[src/rtl/sram_like_arbiter_if.sv]
// Sram-like bus bundle: the master drives the request fields and the slave
// answers with addr_ok, data_ok and rdata.
interface sram_like_arbiter_if #(
  parameter int ADDR_W = 32,
  parameter int DATA_W = 32
);
  logic              req;
  logic              wr;
  logic [1:0]        size;
  logic [ADDR_W-1:0] addr;
  logic [DATA_W-1:0] wdata;
  logic              addr_ok;
  logic              data_ok;
  logic [DATA_W-1:0] rdata;

  modport master (
    output req, wr, size, addr, wdata,
    input  addr_ok, data_ok, rdata
  );

  modport slave (
    input  req, wr, size, addr, wdata,
    output addr_ok, data_ok, rdata
  );
endinterface

[src/rtl/sram_like_arbiter.sv]
// Round-robin arbiter sharing one sram-like memory port between the
// instruction-side and data-side masters, one transaction in flight.
module sram_like_arbiter #(
  parameter int ADDR_W = 32,
  parameter int DATA_W = 32
) (
  input  logic                  clk,
  input  logic                  rst,
  sram_like_arbiter_if.slave    inst_bus,
  sram_like_arbiter_if.slave    data_bus,
  sram_like_arbiter_if.master   mem_bus
);

  typedef enum logic [1:0] {
    ST_IDLE = 2'd0,
    ST_ADDR = 2'd1,
    ST_DATA = 2'd2
  } state_t;

  state_t            state_q;
  logic              grant_q;
  logic              last_grant_q;
  logic              mem_req_q;
  logic              req_wr_q;
  logic [1:0]        req_size_q;
  logic [ADDR_W-1:0] req_addr_q;
  logic [DATA_W-1:0] req_wdata_q;

  logic              win_valid_s;
  logic              win_grant_s;
  logic              sel_wr_s;
  logic [1:0]        sel_size_s;
  logic [ADDR_W-1:0] sel_addr_s;
  logic [DATA_W-1:0] sel_wdata_s;
  logic              done_s;

  // Pick the winner in IDLE; on a tie the master opposite last_grant wins.
  always_comb begin
    win_valid_s = 1'b0;
    win_grant_s = last_grant_q;
    if (state_q == ST_IDLE) begin
      if (inst_bus.req && data_bus.req) begin
        win_valid_s = 1'b1;
        win_grant_s = ~last_grant_q;
      end else if (inst_bus.req) begin
        win_valid_s = 1'b1;
        win_grant_s = 1'b0;
      end else if (data_bus.req) begin
        win_valid_s = 1'b1;
        win_grant_s = 1'b1;
      end else begin
        win_valid_s = 1'b0;
      end
    end else begin
      win_valid_s = 1'b0;
    end
    if (win_grant_s) begin
      sel_wr_s    = data_bus.wr;
      sel_size_s  = data_bus.size;
      sel_addr_s  = data_bus.addr;
      sel_wdata_s = data_bus.wdata;
    end else begin
      sel_wr_s    = inst_bus.wr;
      sel_size_s  = inst_bus.size;
      sel_addr_s  = inst_bus.addr;
      sel_wdata_s = inst_bus.wdata;
    end
  end

  // Completion: data_ok counts only while a transaction is on the shared port.
  always_comb begin
    done_s = 1'b0;
    case (state_q)
      ST_ADDR: done_s = mem_bus.addr_ok && mem_bus.data_ok;
      ST_DATA: done_s = mem_bus.data_ok;
      default: done_s = 1'b0;
    endcase
  end

  assign inst_bus.addr_ok = win_valid_s && !win_grant_s;
  assign data_bus.addr_ok = win_valid_s &&  win_grant_s;
  assign inst_bus.data_ok = done_s && !grant_q;
  assign data_bus.data_ok = done_s &&  grant_q;
  assign inst_bus.rdata   = (done_s && !grant_q) ? mem_bus.rdata : {DATA_W{1'b0}};
  assign data_bus.rdata   = (done_s &&  grant_q) ? mem_bus.rdata : {DATA_W{1'b0}};

  assign mem_bus.req   = mem_req_q;
  assign mem_bus.wr    = req_wr_q;
  assign mem_bus.size  = req_size_q;
  assign mem_bus.addr  = req_addr_q;
  assign mem_bus.wdata = req_wdata_q;

  // Transaction FSM; mem_req is registered alongside the state.
  always_ff @(posedge clk or posedge rst) begin
    if (rst) begin
      state_q      <= ST_IDLE;
      grant_q      <= 1'b0;
      last_grant_q <= 1'b1;
      mem_req_q    <= 1'b0;
      req_wr_q     <= 1'b0;
      req_size_q   <= 2'd0;
      req_addr_q   <= {ADDR_W{1'b0}};
      req_wdata_q  <= {DATA_W{1'b0}};
    end else begin
      case (state_q)
        ST_IDLE: begin
          if (win_valid_s) begin
            grant_q      <= win_grant_s;
            last_grant_q <= win_grant_s;
            req_wr_q     <= sel_wr_s;
            req_size_q   <= sel_size_s;
            req_addr_q   <= sel_addr_s;
            req_wdata_q  <= sel_wdata_s;
            mem_req_q    <= 1'b1;
            state_q      <= ST_ADDR;
          end else begin
            state_q <= ST_IDLE;
          end
        end
        ST_ADDR: begin
          if (mem_bus.addr_ok) begin
            mem_req_q <= 1'b0;
            state_q   <= mem_bus.data_ok ? ST_IDLE : ST_DATA;
          end else begin
            state_q <= ST_ADDR;
          end
        end
        ST_DATA: begin
          if (mem_bus.data_ok) begin
            state_q <= ST_IDLE;
          end else begin
            state_q <= ST_DATA;
          end
        end
        default: begin
          mem_req_q <= 1'b0;
          state_q   <= ST_IDLE;
        end
      endcase
    end
  end

endmodule

[src/flat_wrapper.sv]
// flat-port wrapper written by rule: the top's interface ports become plain ports
module sram_like_arbiter_flat 
#(
  parameter int ADDR_W = 32,
  parameter int DATA_W = 32
)
  (clk, rst, inst_bus_req, inst_bus_wr, inst_bus_size, inst_bus_addr, inst_bus_wdata, inst_bus_addr_ok, inst_bus_data_ok, inst_bus_rdata, data_bus_req, data_bus_wr, data_bus_size, data_bus_addr, data_bus_wdata, data_bus_addr_ok, data_bus_data_ok, data_bus_rdata, mem_bus_req, mem_bus_wr, mem_bus_size, mem_bus_addr, mem_bus_wdata, mem_bus_addr_ok, mem_bus_data_ok, mem_bus_rdata);
  sram_like_arbiter_if #(.ADDR_W(ADDR_W), .DATA_W(DATA_W)) inst_bus_i ();
  sram_like_arbiter_if #(.ADDR_W(ADDR_W), .DATA_W(DATA_W)) data_bus_i ();
  sram_like_arbiter_if #(.ADDR_W(ADDR_W), .DATA_W(DATA_W)) mem_bus_i ();
  input  logic clk;
  input  logic rst;
  input wire logic [$bits(inst_bus_i.req)-1:0] inst_bus_req;
  input wire logic [$bits(inst_bus_i.wr)-1:0] inst_bus_wr;
  input wire logic [$bits(inst_bus_i.size)-1:0] inst_bus_size;
  input wire logic [$bits(inst_bus_i.addr)-1:0] inst_bus_addr;
  input wire logic [$bits(inst_bus_i.wdata)-1:0] inst_bus_wdata;
  output wire logic [$bits(inst_bus_i.addr_ok)-1:0] inst_bus_addr_ok;
  output wire logic [$bits(inst_bus_i.data_ok)-1:0] inst_bus_data_ok;
  output wire logic [$bits(inst_bus_i.rdata)-1:0] inst_bus_rdata;
  input wire logic [$bits(data_bus_i.req)-1:0] data_bus_req;
  input wire logic [$bits(data_bus_i.wr)-1:0] data_bus_wr;
  input wire logic [$bits(data_bus_i.size)-1:0] data_bus_size;
  input wire logic [$bits(data_bus_i.addr)-1:0] data_bus_addr;
  input wire logic [$bits(data_bus_i.wdata)-1:0] data_bus_wdata;
  output wire logic [$bits(data_bus_i.addr_ok)-1:0] data_bus_addr_ok;
  output wire logic [$bits(data_bus_i.data_ok)-1:0] data_bus_data_ok;
  output wire logic [$bits(data_bus_i.rdata)-1:0] data_bus_rdata;
  output wire logic [$bits(mem_bus_i.req)-1:0] mem_bus_req;
  output wire logic [$bits(mem_bus_i.wr)-1:0] mem_bus_wr;
  output wire logic [$bits(mem_bus_i.size)-1:0] mem_bus_size;
  output wire logic [$bits(mem_bus_i.addr)-1:0] mem_bus_addr;
  output wire logic [$bits(mem_bus_i.wdata)-1:0] mem_bus_wdata;
  input wire logic [$bits(mem_bus_i.addr_ok)-1:0] mem_bus_addr_ok;
  input wire logic [$bits(mem_bus_i.data_ok)-1:0] mem_bus_data_ok;
  input wire logic [$bits(mem_bus_i.rdata)-1:0] mem_bus_rdata;
  assign inst_bus_i.req = inst_bus_req;
  assign inst_bus_i.wr = inst_bus_wr;
  assign inst_bus_i.size = inst_bus_size;
  assign inst_bus_i.addr = inst_bus_addr;
  assign inst_bus_i.wdata = inst_bus_wdata;
  assign inst_bus_addr_ok = inst_bus_i.addr_ok;
  assign inst_bus_data_ok = inst_bus_i.data_ok;
  assign inst_bus_rdata = inst_bus_i.rdata;
  assign data_bus_i.req = data_bus_req;
  assign data_bus_i.wr = data_bus_wr;
  assign data_bus_i.size = data_bus_size;
  assign data_bus_i.addr = data_bus_addr;
  assign data_bus_i.wdata = data_bus_wdata;
  assign data_bus_addr_ok = data_bus_i.addr_ok;
  assign data_bus_data_ok = data_bus_i.data_ok;
  assign data_bus_rdata = data_bus_i.rdata;
  assign mem_bus_req = mem_bus_i.req;
  assign mem_bus_wr = mem_bus_i.wr;
  assign mem_bus_size = mem_bus_i.size;
  assign mem_bus_addr = mem_bus_i.addr;
  assign mem_bus_wdata = mem_bus_i.wdata;
  assign mem_bus_i.addr_ok = mem_bus_addr_ok;
  assign mem_bus_i.data_ok = mem_bus_data_ok;
  assign mem_bus_i.rdata = mem_bus_rdata;
  sram_like_arbiter #(.ADDR_W(ADDR_W), .DATA_W(DATA_W)) u_core (.clk(clk), .rst(rst), .inst_bus(inst_bus_i), .data_bus(data_bus_i), .mem_bus(mem_bus_i));
endmodule
[config.mk]
export PLATFORM = sky130hd
export DESIGN_NAME = sram_like_arbiter_flat
export DESIGN_NICKNAME = d
export VERILOG_FILES = /design/src/rtl/sram_like_arbiter_if.sv /design/src/rtl/sram_like_arbiter.sv /design/src/flat_wrapper.sv
export SDC_FILE = /design/constraint.sdc
export NUM_CORES = 1
export LEC_CHECK = 0
export BUFFER_PORTS_ARGS = -buffer_cell sky130_fd_sc_hd__buf_2
export CORE_AREA = 5 5 117 119
export DETAILED_ROUTE_END_ITERATION = 8
export DIE_AREA = 0 0 122 124
export GPL_TIMING_DRIVEN = 0
export PLACE_DENSITY = 0.75
export SYNTH_ARGS = -nofsm -noshare
export SYNTH_HDL_FRONTEND = slang
export SYNTH_SLANG_ARGS = --single-unit
export TNS_END_PERCENT = 50
[constraint.sdc]
create_clock -name clk -period 6.45 [get_ports clk]
set_input_delay 0.645 -clock clk [delete_from_list [all_inputs] [get_ports clk]]
set_output_delay 0.645 -clock clk [all_outputs]
set_load 0.02 [all_outputs]
# ---- After elaboration in Yosys (flattened, before gate mapping)
# Cells that the tools add are included.
dict set report totals {
  register_bits 72
  latch_bits 0
  mem_bits_rw 0
  romBits 0
  input_bits 172
  output_inout_bits 136
  wordCells 47
  mem_count 0
}
dict set report classes {
  addsub 0
  mul 0
  div 0
  n_lt_le_gt_ge 0
  eq_ne 4
  n_shift 0
  mux 22
  bitwise 2
  n_reduce_logical 11
}
# cell n
set ops {}
lappend ops {{$mux W32} 4}
lappend ops {{$mux W1} 12}
lappend ops {{$logic_and A1 B1 Y1} 6}
lappend ops {{$mux W2} 3}
lappend ops {{$pmux W2 S3} 1}
lappend ops {{$pmux W1 S3} 1}
lappend ops {{$reduce_and A3 Y1} 1}
lappend ops {{$eq A2 B1 Y1 const B} 1}
lappend ops {{$eq A2 B2 Y1 const B} 1}
lappend ops {{$logic_not A1 Y1} 2}
lappend ops {{$logic_not A2 Y1} 1}
lappend ops {{$ne A2 B1 Y1 const B} 1}
lappend ops {{$ne A2 B2 Y1 const B} 1}
lappend ops {{$not A1 Y1} 2}
lappend ops {{$pmux W1 S2} 1}
lappend ops {{$reduce_and A2 Y1} 1}

# ---- Longest topological paths before layout
dict set report depth {
  word_depth 6
  ltp_mapped 7
}

# ---- Least setup slack after synthesis
# OpenSTA, ideal clock, no wires.
dict set report synth_timing {
  path_kind {register -> output}
  from {register u_core.state_q[0]}
  to {output port inst_bus_rdata[16]}
  t_arrival_ns 1.674
  required_time_ns 5.805
  path_slack_ns 4.131
  stages_incl_launch_ff 7
  n_path_buf 1
  cell_sequence {dfrtp_1 -> inv_1 -> ha_1 -> nand2_1 -> nor3_2 -> clkbuf_1 -> and2_1}
}
dict set report synth_between {
  elab_chain_cells 4
}
# item line
set synth_lines {}
lappend synth_lines {{start, declared} sram_like_arbiter.sv:20} ;# state_t state_q;
lappend synth_lines {{start signal, assigned} sram_like_arbiter.sv:123} ;# state_q <= mem_bus.data_ok ? ST_IDLE : ST_DATA;
lappend synth_lines {{$eq A2 B2 Y1 / $eq A2 B1 Y1 (equally long branches)} sram_like_arbiter.sv:73} ;# case (state_q)
lappend synth_lines {{$pmux W1 S2 (*)} sram_like_arbiter.sv:73}
lappend synth_lines {{$logic_and A1 B1 Y1 (*)} --}
lappend synth_lines {{named net inst_bus_data_ok} flat_wrapper.sv:19} ;# output wire logic [$bits(inst_bus_i.data_ok)-1:0] inst_bus_data_ok;
lappend synth_lines {{$mux W32 (*)} sram_like_arbiter.sv:84} ;# assign inst_bus.rdata = (done_s && !grant_q) ? mem_bus.rdata : {DATA_W{1'b0}};
lappend synth_lines {{end, declared} flat_wrapper.sv:20} ;# output wire logic [$bits(inst_bus_i.rdata)-1:0] inst_bus_rdata;
# Mark *: on every way through the listed nets, which the timed path passes. The rest lies on a longest branch.

# ---- Worst setup path in the final report
dict set report layout_timing {
  from {register u_core.state_q[0]}
  to {output port inst_bus_rdata[5]}
}
dict set report layout_between {
  elab_chain_cells 4
}
# item line
set layout_lines {}
lappend layout_lines {{$eq A2 B2 Y1 / $eq A2 B1 Y1 (equally long branches)} sram_like_arbiter.sv:73}
lappend layout_lines {{$pmux W1 S2 (*)} sram_like_arbiter.sv:73}
lappend layout_lines {{$logic_and A1 B1 Y1 (*)} sram_like_arbiter.sv:84}
lappend layout_lines {{$mux W32 (*)} sram_like_arbiter.sv:84}
# Mark *: on every way between the ends. The rest lies on a longest branch, timed or not.

==> results.cfg <==
[status]
status = finished, final reports clean

[yosys]
syn_avg_cell_area_um2 = 11.2
synth_nets = 502
synth_edf_count = 0
ys_warn_count = 0
yosysMostFrequentCell = and2_1
synth_area_leaders = dfrtp_1, a221o_1, and2_1
synth_cell_types = 23
ys.flop_type = dfrtp_1
syn_inst = 325
synth_top_area_share_pct = 48.9
synth_common_cells = and2_1, dfrtp_1, a221o_1
synth_top_cell_by_area = dfrtp_1
ys_async_sr_fraction_pct = 100
ys_seq_area_share_pct = 49.6
ys_ff_latch = 72
synth_area_um2 = 3630

[critical_path]
crit_type = flip-flop to primary output
cp.arrival_ns = 2.20
cp-end-kind = primary output
startpoint_type = flip-flop
critPathMaxFanout = 10
crit_required_ns = 5.80

[power_and_ir_drop]
combPwrFrac_pct = 50.3
leakage_nw = 3.13
p_switching_mw = 1.05
ir_drop_v = 0.000129
finalPower_mw = 2.58
internal_power_mw = 1.53
power_density_nw_per_um2 = 451
seqPwrFrac_pct = 30.0
p_clk_share_pct = 19.7
sw_frac_of_total_pct = 40.9

[grt]
grt_overflow = 0
antenna_found_initial = 0
grtUsageTotal_pct = 17.6
grt_max_degree = 47
grt_pass1_vias = 4019
busiest_layer = met2
grt_pass1_wl_um = 20500
grtUsageMet2_pct = 33.0
grt_use_met3_pct = 5.40
grt_use_met1_pct = 19.4

[sta]
period_share_pct = 44.2
hold_violations = 0
clock.fmax_mhz = 351
rsz0062_at_grt = no
maxSlewHeadroom_pct = 69.0
setup_ws_ns = 3.60
skew_ns = 0.00714
tightest_slew_ns = 0.465
setup_tns_ns = 0
timing.final.crit_period_ns = 2.85
setup_viol = 0
slew_viol_final = 0

[clocking]
root_buffer = clkbuf_16
clock_path_buffers = 2
cts_resized = 0
cts_setup_buffers = 0
cts_max_level = 3
cts_tree = yes
cts_sinks = 72
clk_latency_ns = 0.33
numCtsBuffers = 9
cts_hold_buf = 0
cts.reportedPaths.clkPinSlew_ns = 0.06

[layout]
nets = 821
fill_cells = 1225
drive_gt1_share_pct = 53.5
syn_to_final_growth_pct = 57.5
n_antenna_cell = 0

[flow_run]
drv_cap = 0

[floorplanning]
die_y_um = 124
floorplan.core_area_um2 = 12500
fp.dieArea_um2 = 15100
core.rowCount = 41
die_w_um = 122
io_pins = 308
initial_core_util_pct = 29.2

[detailed_routing]
via_count = 3777
drt-total-wl_um = 14200
drtIter0Drc = 156
wire_per_inst_um = 17.3
drcViolationCount = 0
drtPass1Iterations = 4
vias_per_cell = 4.60
ant_nets = 0

[place]
port-buffer-count = 307
dp_hpwl_um = 11500
gp_congestion = 0.813
pre_cts_ws_ns = 3.91

[hold_path]
hold_class = input port to async pin
final timing paths:
check,from,end,slack [ns],cells past startpoint
worst min-delay path,rst,u_core.mem_bus.wdata[1],0.30,2
worst max register to register,u_core.state_q[0],u_core.mem_bus.addr[17],4.53,6
worst max-delay path,u_core.state_q[0],inst_bus_rdata[5],3.60,7
worst min register to register,u_core.mem_bus.req,u_core.mem_bus.req,0.50,2
max in group asynchronous,rst,u_core.mem_bus.addr[1],5.59,3
min in group clk,mem_bus_data_ok,u_core.state_q[1],0.48,2
placed cells by master (no fill, tap or decap), types with 2 or more instances in the layout:
master      synthesis  layout
and2_1             76      76
inv_1               4       3
o31ai_1             2       2
nand2_1             4       4
a221o_1            67      67
clkbuf_1           11      11
buf_4               5       5
ha_1                5       5
clkbuf_8            0       2
clkbuf_16           0       9
a21oi_2             2       2
buf_2              10     317
clkinv_2            0       2
clkinvlp_4          0       2
a21oi_1             3       3
dfrtp_1            71      71
and2_0             55      55
power by group through the flow:
stage	clock network, mW	registers (mW)	logic [mW]
5_1_grt	0.541	0.802	1.41
6_report	0.508	0.776	1.30
2_1_floorplan	0	1.03	0.580
3_3_place_gp	0	0.767	1.31
4_1_cts	0.523	0.777	1.32
3_5_place_dp	0	0.780	1.32
kinds of logic (layout without fill, tap and decap cells):
family	count (synthesis)	after routing	synth area share (%)
adders and majority gates	5	5	1.72
and+or+nand+nor	140	140	24.1
buffers and inverters	31	355	4.27
DFF	72	72	49.6
AOI/OAI and AO/OA	77	77	20.3
sequential cells by signal (all words and copies together) (netlist names):
signal,count
u_core.grant_q,1
u_core.mem_bus.wr,1
u_core.mem_bus.req,1
u_core.mem_bus.addr,32
u_core.state_q,2
u_core.mem_bus.wdata,32
u_core.mem_bus.size,2
u_core.last_grant_q,1
worst max-delay path, cell delays in order, from the launching register on:
cell and delay (ns):
dfrtp_1 0.41, inv_1 0.08, ha_1 0.28, nand2_1 0.08
nor3_2 0.32, clkbuf_1 0.36, and2_1 0.19, buf_2 0.16
per-stage QoR:
step / hold slack [ns] / instances / util (%) / cell area [um^2]
global route: 0.322 / 821 / 45.9 / 5720
floorplan: 0.477 / 325 / - / 3630
detailed placement: 0.501 / 805 / 43.5 / 5420
global placement: 0.481 / 804 / 43.2 / 5390
finish: 0.298 / 821 / 45.9 / 5720
CTS: 0.314 / 821 / 45.9 / 5720
routing by layer:
metal  wire length [um]  vias to the layer above
met5                  0                        -
met4                148                        0
met3               1250                        9
met2               7470                      192
met1               5370                     1761
li1                   -                     1815
layout make-up:
class,count,area (um^2),area share (%)
repair buffers,308,1560,27.3
clock inverters,5,55.1,0.962
well taps,172,215,3.76
clock buffers,11,253,4.42
inverters,4,17.5,0.306
flip-flops and latches,72,1800,31.5
plain buffers,27,140,2.45
multi-input cells,222,1680,29.3
(Power assumes the default switching activity.)
